[src/rtl/bm_if_reset_pipe_pkg.sv]
// Shared constants for the bm_if_reset pipeline: operation encodings and the
// width and saturation value of the completed-output counter.
package bm_if_reset_pkg;

  typedef enum logic [1:0] {
    MODE_AND = 2'b00,
    MODE_INV = 2'b01,
    MODE_XOR = 2'b10,
    MODE_OR  = 2'b11
  } mode_e;

  localparam int              CNT_W   = 16;
  localparam logic [CNT_W-1:0] CNT_SAT = 16'hFFFF;

endpackage

[src/rtl/bm_if_reset_pipe_if.sv]
// Operand/result handshake bundle for bm_if_reset_pipe; the slave side is the
// pipeline, the master side is whoever feeds and drains it.
interface bm_if_reset_pipe_if #(
  parameter int WIDTH = 2
) ();
  logic             in_valid;
  logic             in_ready;
  logic [WIDTH-1:0] a_in;
  logic [WIDTH-1:0] b_in;
  logic             c_in;
  logic             d_in;
  logic [1:0]       mode;
  logic             out_valid;
  logic             out_ready;
  logic [WIDTH-1:0] out0;
  logic             out1;
  logic             busy;

  modport slave (
    input  in_valid, a_in, b_in, c_in, d_in, mode, out_ready,
    output in_ready, out_valid, out0, out1, busy
  );

  modport master (
    output in_valid, a_in, b_in, c_in, d_in, mode, out_ready,
    input  in_ready, out_valid, out0, out1, busy
  );
endinterface

[src/rtl/bm_if_reset_pipe_stage.sv]
// One pipeline register: valid flag plus result payload, cleared asynchronously.
// Payload only loads alongside a valid entry so idle bubbles leave it untouched.
module bm_if_reset_stage #(
  parameter int WIDTH = 2
) (
  input  logic             clock,
  input  logic             reset_n,
  input  logic             en,
  input  logic             valid_d,
  input  logic [WIDTH-1:0] out0_d,
  input  logic             out1_d,
  output logic             valid_q,
  output logic [WIDTH-1:0] out0_q,
  output logic             out1_q
);

  always_ff @(posedge clock or negedge reset_n) begin
    if (!reset_n) begin
      valid_q <= 1'b0;
      out0_q  <= '0;
      out1_q  <= 1'b0;
    end else if (en) begin
      valid_q <= valid_d;
      if (valid_d) begin
        out0_q <= out0_d;
        out1_q <= out1_d;
      end
    end
  end

endmodule

[src/rtl/bm_if_reset_pipe.sv]
// Elastic DEPTH-stage logic pipeline with valid/ready on both ends.
// Optional saturating retire counter enabled by BM_IF_RESET_PIPE_CNT_EN.
module bm_if_reset_pipe
  import bm_if_reset_pkg::*;
#(
  parameter int WIDTH = 2,
  parameter int DEPTH = 3
) (
  input  logic                clock,
  input  logic                reset_n,
  bm_if_reset_pipe_if.slave   bus
`ifdef BM_IF_RESET_PIPE_CNT_EN
  ,
  output logic [CNT_W-1:0]    count
`endif
);

  logic [DEPTH-1:0] valid_q;
  logic [DEPTH-1:0] advance;
  logic [WIDTH-1:0] data_q [DEPTH];
  logic [DEPTH-1:0] flag_q;
  logic [DEPTH-1:0] vin;
  logic [WIDTH-1:0] din [DEPTH];
  logic [DEPTH-1:0] fin;
  logic [WIDTH-1:0] op0;
  logic             op1;

  always_comb begin
    op0 = '0;
    op1 = bus.c_in & bus.d_in;
    case (bus.mode)
      MODE_AND: op0 = bus.a_in & bus.b_in;
      MODE_INV: op0 = ~bus.a_in;
      MODE_XOR: op0 = bus.a_in ^ bus.b_in;
      MODE_OR:  op0 = bus.a_in | bus.b_in;
      default:  op0 = '0;
    endcase
  end

  // Backpressure ripples from the output toward stage 0 within the cycle.
  always_comb begin
    advance = '0;
    advance[DEPTH-1] = !valid_q[DEPTH-1] || bus.out_ready;
    for (int k = DEPTH - 2; k >= 0; k--) begin
      advance[k] = !valid_q[k] || advance[k+1];
    end
  end

  for (genvar gi = 0; gi < DEPTH; gi++) begin : g_stage
    if (gi == 0) begin : g_head
      assign vin[gi] = bus.in_valid;
      assign din[gi] = op0;
      assign fin[gi] = op1;
    end else begin : g_body
      assign vin[gi] = valid_q[gi-1];
      assign din[gi] = data_q[gi-1];
      assign fin[gi] = flag_q[gi-1];
    end

    bm_if_reset_stage #(.WIDTH(WIDTH)) u_stage (
      .clock   (clock),
      .reset_n (reset_n),
      .en      (advance[gi]),
      .valid_d (vin[gi]),
      .out0_d  (din[gi]),
      .out1_d  (fin[gi]),
      .valid_q (valid_q[gi]),
      .out0_q  (data_q[gi]),
      .out1_q  (flag_q[gi])
    );
  end

  assign bus.in_ready  = !valid_q[0] || advance[0];
  assign bus.out_valid = valid_q[DEPTH-1];
  assign bus.out0      = data_q[DEPTH-1];
  assign bus.out1      = flag_q[DEPTH-1];
  assign bus.busy      = |valid_q;

`ifdef BM_IF_RESET_PIPE_CNT_EN
  logic [CNT_W-1:0] count_q;
  logic [CNT_W-1:0] count_d;

  always_comb begin
    count_d = count_q;
    if (valid_q[DEPTH-1] && bus.out_ready && (count_q != CNT_SAT)) begin
      count_d = count_q + 1'b1;
    end
  end

  always_ff @(posedge clock or negedge reset_n) begin
    if (!reset_n) begin
      count_q <= '0;
    end else begin
      count_q <= count_d;
    end
  end

  assign count = count_q;
`endif

endmodule

[src/flat_wrapper.sv]
// flat-port wrapper written by rule: the top's interface ports become plain ports
module bm_if_reset_pipe_flat import bm_if_reset_pkg::*;
#(
  parameter int WIDTH = 2,
  parameter int DEPTH = 3
)
  (clock, reset_n, bus_in_valid, bus_a_in, bus_b_in, bus_c_in, bus_d_in, bus_mode, bus_out_ready, bus_in_ready, bus_out_valid, bus_out0, bus_out1, bus_busy);
  bm_if_reset_pipe_if #(.WIDTH(WIDTH)) bus_i ();
  input  logic clock;
  input  logic reset_n;
  input wire logic [$bits(bus_i.in_valid)-1:0] bus_in_valid;
  input wire logic [$bits(bus_i.a_in)-1:0] bus_a_in;
  input wire logic [$bits(bus_i.b_in)-1:0] bus_b_in;
  input wire logic [$bits(bus_i.c_in)-1:0] bus_c_in;
  input wire logic [$bits(bus_i.d_in)-1:0] bus_d_in;
  input wire logic [$bits(bus_i.mode)-1:0] bus_mode;
  input wire logic [$bits(bus_i.out_ready)-1:0] bus_out_ready;
  output wire logic [$bits(bus_i.in_ready)-1:0] bus_in_ready;
  output wire logic [$bits(bus_i.out_valid)-1:0] bus_out_valid;
  output wire logic [$bits(bus_i.out0)-1:0] bus_out0;
  output wire logic [$bits(bus_i.out1)-1:0] bus_out1;
  output wire logic [$bits(bus_i.busy)-1:0] bus_busy;
  assign bus_i.in_valid = bus_in_valid;
  assign bus_i.a_in = bus_a_in;
  assign bus_i.b_in = bus_b_in;
  assign bus_i.c_in = bus_c_in;
  assign bus_i.d_in = bus_d_in;
  assign bus_i.mode = bus_mode;
  assign bus_i.out_ready = bus_out_ready;
  assign bus_in_ready = bus_i.in_ready;
  assign bus_out_valid = bus_i.out_valid;
  assign bus_out0 = bus_i.out0;
  assign bus_out1 = bus_i.out1;
  assign bus_busy = bus_i.busy;
  bm_if_reset_pipe #(.WIDTH(WIDTH), .DEPTH(DEPTH)) u_core (.clock(clock), .reset_n(reset_n), .bus(bus_i));
endmodule
[config.mk]
export PLATFORM = sky130hd
export DESIGN_NAME = bm_if_reset_pipe_flat
export DESIGN_NICKNAME = d
export VERILOG_FILES = /design/src/rtl/bm_if_reset_pipe_pkg.sv /design/src/rtl/bm_if_reset_pipe_if.sv /design/src/rtl/bm_if_reset_pipe_stage.sv /design/src/rtl/bm_if_reset_pipe.sv /design/src/flat_wrapper.sv
export SDC_FILE = /design/constraint.sdc
export NUM_CORES = 1
export LEC_CHECK = 0
export ABC_AREA = 1
export ABC_CLOCK_PERIOD_IN_PS = 1200
export CELL_PAD_IN_SITES_DETAIL_PLACEMENT = 1
export CELL_PAD_IN_SITES_GLOBAL_PLACEMENT = 1
export CORE_ASPECT_RATIO = 0.9
export CORE_MARGIN = 2
export CORE_UTILIZATION = 25
export CTS_CLUSTER_SIZE = 20
export DETAILED_ROUTE_END_ITERATION = 12
export GPL_TIMING_DRIVEN = 0
export PLACE_DENSITY = 0.65
export SKIP_CTS_REPAIR_TIMING = 1
export SYNTH_ARGS = -nofsm -noshare
export SYNTH_HDL_FRONTEND = slang
export SYNTH_SLANG_ARGS = --single-unit
[constraint.sdc]
create_clock -name clock -period 1.2 [get_ports clock]
set_input_delay 0.18 -clock clock [delete_from_list [all_inputs] [get_ports clock]]
set_output_delay 0.18 -clock clock [all_outputs]
set_load 0.005 [all_outputs]
==> flow_summary.yaml <==
timing:
  finalHoldViolCount: 0
  drv_slew: 0
  layout_worst_path_cycle_share: 1.01
  tightest_slew_ns: 0.551
  post-route-min-period_ns: 1.21
  rsz0062_at_grt: "yes"
  timing.clock.skew_ns: 0.00587
  clock.fmax_ghz: 0.827
  worst_slack_ns: -0.00883
  worst_slew_margin_rel: 0.632
  timing.final.setup_violations: 2
clock_tree:
  cts_sinks: 12
  cts_inserted_buffers: 3
  cts_tree: "done"
  cts.htree.levels: 1
  clock-root-buffer: "sky130_fd_sc_hd__clkbuf_4"
  path_clk_slew_ns: 0.08
  clk-insertion-delay-late_ns: 0.27
  cts.path.max_buffers: 2
place:
  gpl.final_weighted_congestion: 0.662
  dp_hpwl_um: 995
  placement.setup.worst_slack_ns: -0.291
  io_buffer_count: 17
worst_setup_path:
  r2r_cells: 5
  endpoint_kind: "output pin"
  timing.critical_path.from: "u_core.g_stage[2].u_stage.valid_q"
  crit-reg2reg-launch: "u_core.g_stage[2].u_stage.valid_q"
  criticalPathCategory: "flop to output pin"
  setup.worst_path.start_class: "flop"
  timing.rr.end: "u_core.g_stage[1].u_stage.out0_q[0]"
  arrival_ns: 1.03
  crit_path_max_fanout: 4
  reg2reg_slack_ns: 0.11
  crit_required_ns: 1.02
  setup.worst_path.end: "bus_busy"
floorplan:
  fp.dieArea_sq_mm: 0.00291
  placeableCoreArea_sq_mm: 0.00240
  initial_core_util: 0.259
  top_level_ports: 18
  die_x_um: 56.6
  fp-row-count: 17
  die_height_um: 51.4
job:
  drv.max_cap_violation_count: 0
power_and_ir_drop:
  pwr_density_cell_mw_per_mm2: 1440
  power_w: 0.00135
  peakVddDrop_v: 0.000584
  cellLeakagePower_nw: 0.547
logic_synthesis:
  netlist.top_cell.by_area: "sky130_fd_sc_hd__dfrtp_1"
  synth.top_cell.area_share: 0.482
  synth_edf_count: 0
  synthesis.instances: 77
  synth_top_cells_by_count: "sky130_fd_sc_hd__nand2_1, sky130_fd_sc_hd__dfrtp_1, sky130_fd_sc_hd__nand3_1"
  yosysWarningCount: 0
  async_sr_flop_fraction: 1.00
  top_count_cell_post_synth: "sky130_fd_sc_hd__nand2_1"
  synth_flop_cell: "sky130_fd_sc_hd__dfrtp_1"
  number_of_nets_produced_by_synthesis: 93
  post_synth_instance_area_sq_um: 623
  postSynthAreaPerCell_sq_um: 8.09
  ys_seq_elements: 12
  synth_cell_type_count: 11
  most_area_consuming_cells_after_synthesis: "sky130_fd_sc_hd__dfrtp_1, sky130_fd_sc_hd__nand2_1, sky130_fd_sc_hd__nand3_1"
  portion_of_the_post_synthesis_area_used_by_sequential_elements: 0.482
routing:
  ant_nets: 0
  detail_route.iter0.violations: 6
  drt-pass1-iter-count: 3
  via_per_inst: 4.42
  via_count: 584
  wire_per_inst_um: 9.80
  post-route-drc-count: 0
  detail_route.wirelength_mm: 1.29
finish:
  final_layout_size_suffix_gt1_frac: 0.192
  antenna-diode-count: 0
  nets: 121
  area_delta_synth_final_pct: 50.6
worst_hold_path:
  worst_min_delay_path_class: "primary input to async pin"
global_route:
  via_count_of_the_first_global_routing_pass: 568
  grt_max_degree: 13
  grt.met2_usage: 0.194
  gr-max-usage-layer: "met2"
  grt_util_met1: 0.102
  number_of_antenna_violations_at_the_first_check_in_global_routing: 0
  track_usage: 0.103
  grtUsageMet3: 0.0253
  grt.overflow.total: 0
  first_pass_grt_wire_length_mm: 2.28
status:
  violations_in_the_final_reports: "negative setup slack"
  status: "finished with violations"
where the power goes:
| group | total, W | internal (W) | switching [W] | leakage (nW) |
|---|---|---|---|---|
| Sequential | 0.000572 | 0.000507 | 0.0000649 | 0.146 |
| Combinational | 0.000459 | 0.000272 | 0.000188 | 0.379 |
| Clock | 0.000323 | 0.000184 | 0.000139 | 0.0210 |
flip-flops by register name, indices dropped and copies added, names as in the netlist:
register and flops:
u_core.g_stage.u_stage.out0_q 6, u_core.g_stage.u_stage.out1_q 3, u_core.g_stage.u_stage.valid_q 3
worst min path at each step:
stage | end | slack, ns | depth (start not counted)
floorplan | u_core.g_stage[0].u_stage.out0_q[0] | -0.12 | 0
global placement | u_core.g_stage[2].u_stage.out0_q[0] | 0.45 | 2
detailed placement | u_core.g_stage[1].u_stage.out0_q[0] | 0.46 | 2
CTS | u_core.g_stage[2].u_stage.valid_q | 0.27 | 1
global route | u_core.g_stage[2].u_stage.out0_q[0] | 0.29 | 1
finish | u_core.g_stage[1].u_stage.out0_q[1] | 0.26 | 1
critical path: stages, from the launching register on:
cell,delay (ns)
sky130_fd_sc_hd__dfrtp_2,0.41
sky130_fd_sc_hd__buf_6,0.13
sky130_fd_sc_hd__nor2_4,0.06
sky130_fd_sc_hd__nand2_1,0.05
sky130_fd_sc_hd__clkbuf_2,0.10
area by class of cell:
| cell class | count | area, sq um |
|---|---|---|
| Fill cell | 286 | 1470 |
| Sequential cell | 12 | 304 |
| Multi-Input combinational cell | 55 | 294 |
| Timing Repair Buffer | 23 | 224 |
| Clock buffer | 4 | 36.3 |
| Tap cell | 28 | 35.0 |
| Inverter | 8 | 30.0 |
| Buffer | 2 | 15.0 |
layer usage:
metal	vias to the layer above	routed length [um]
met5	-	0
met4	0	26
met3	4	78
met2	14	696
met1	272	492
li1	294	-
stage by stage:
step	utilization	area (sq um)	setup TNS (ns)	hold slack (ns)	std cells
after CTS	0.360	865	-1.53	0.272	126
after global routing	0.390	938	-0.140	0.293	132
after floorplan	-	623	0	-0.116	77
after detailed placement	0.345	828	-1.06	0.462	122
final	0.390	938	-0.0142	0.257	132
after global placement	0.345	828	-0.894	0.455	122
cells in the final DEF (no fill, tap or decap):
cell type	n
sky130_fd_sc_hd__ha_1	4
sky130_fd_sc_hd__clkbuf_4	3
sky130_fd_sc_hd__dfrtp_1	9
sky130_fd_sc_hd__nand2_1	28
sky130_fd_sc_hd__buf_6	1
sky130_fd_sc_hd__inv_1	8
sky130_fd_sc_hd__buf_4	7
sky130_fd_sc_hd__nand3_1	11
sky130_fd_sc_hd__clkbuf_2	2
sky130_fd_sc_hd__nor2_4	1
sky130_fd_sc_hd__o21ai_0	1
sky130_fd_sc_hd__nor2_1	4
sky130_fd_sc_hd__clkdlybuf4s50_1	9
sky130_fd_sc_hd__o21ai_1	2
sky130_fd_sc_hd__dfrtp_2	3
sky130_fd_sc_hd__nand4_4	1
sky130_fd_sc_hd__nand2_2	1
sky130_fd_sc_hd__nand3b_1	2
sky130_fd_sc_hd__clkbuf_8	1
sky130_fd_sc_hd__dlymetal6s2s_1	6
cell families after synthesis:
kind of cell | share of synthesized area
AND/OR/NAND/NOR | 0.341
flip-flops | 0.482
buffers and inverters | 0.0723
adder cells (fa/ha/maj) | 0.0803
AO/OA/AOI/OAI | 0.0241
Power figures use the tool's default switching activity.
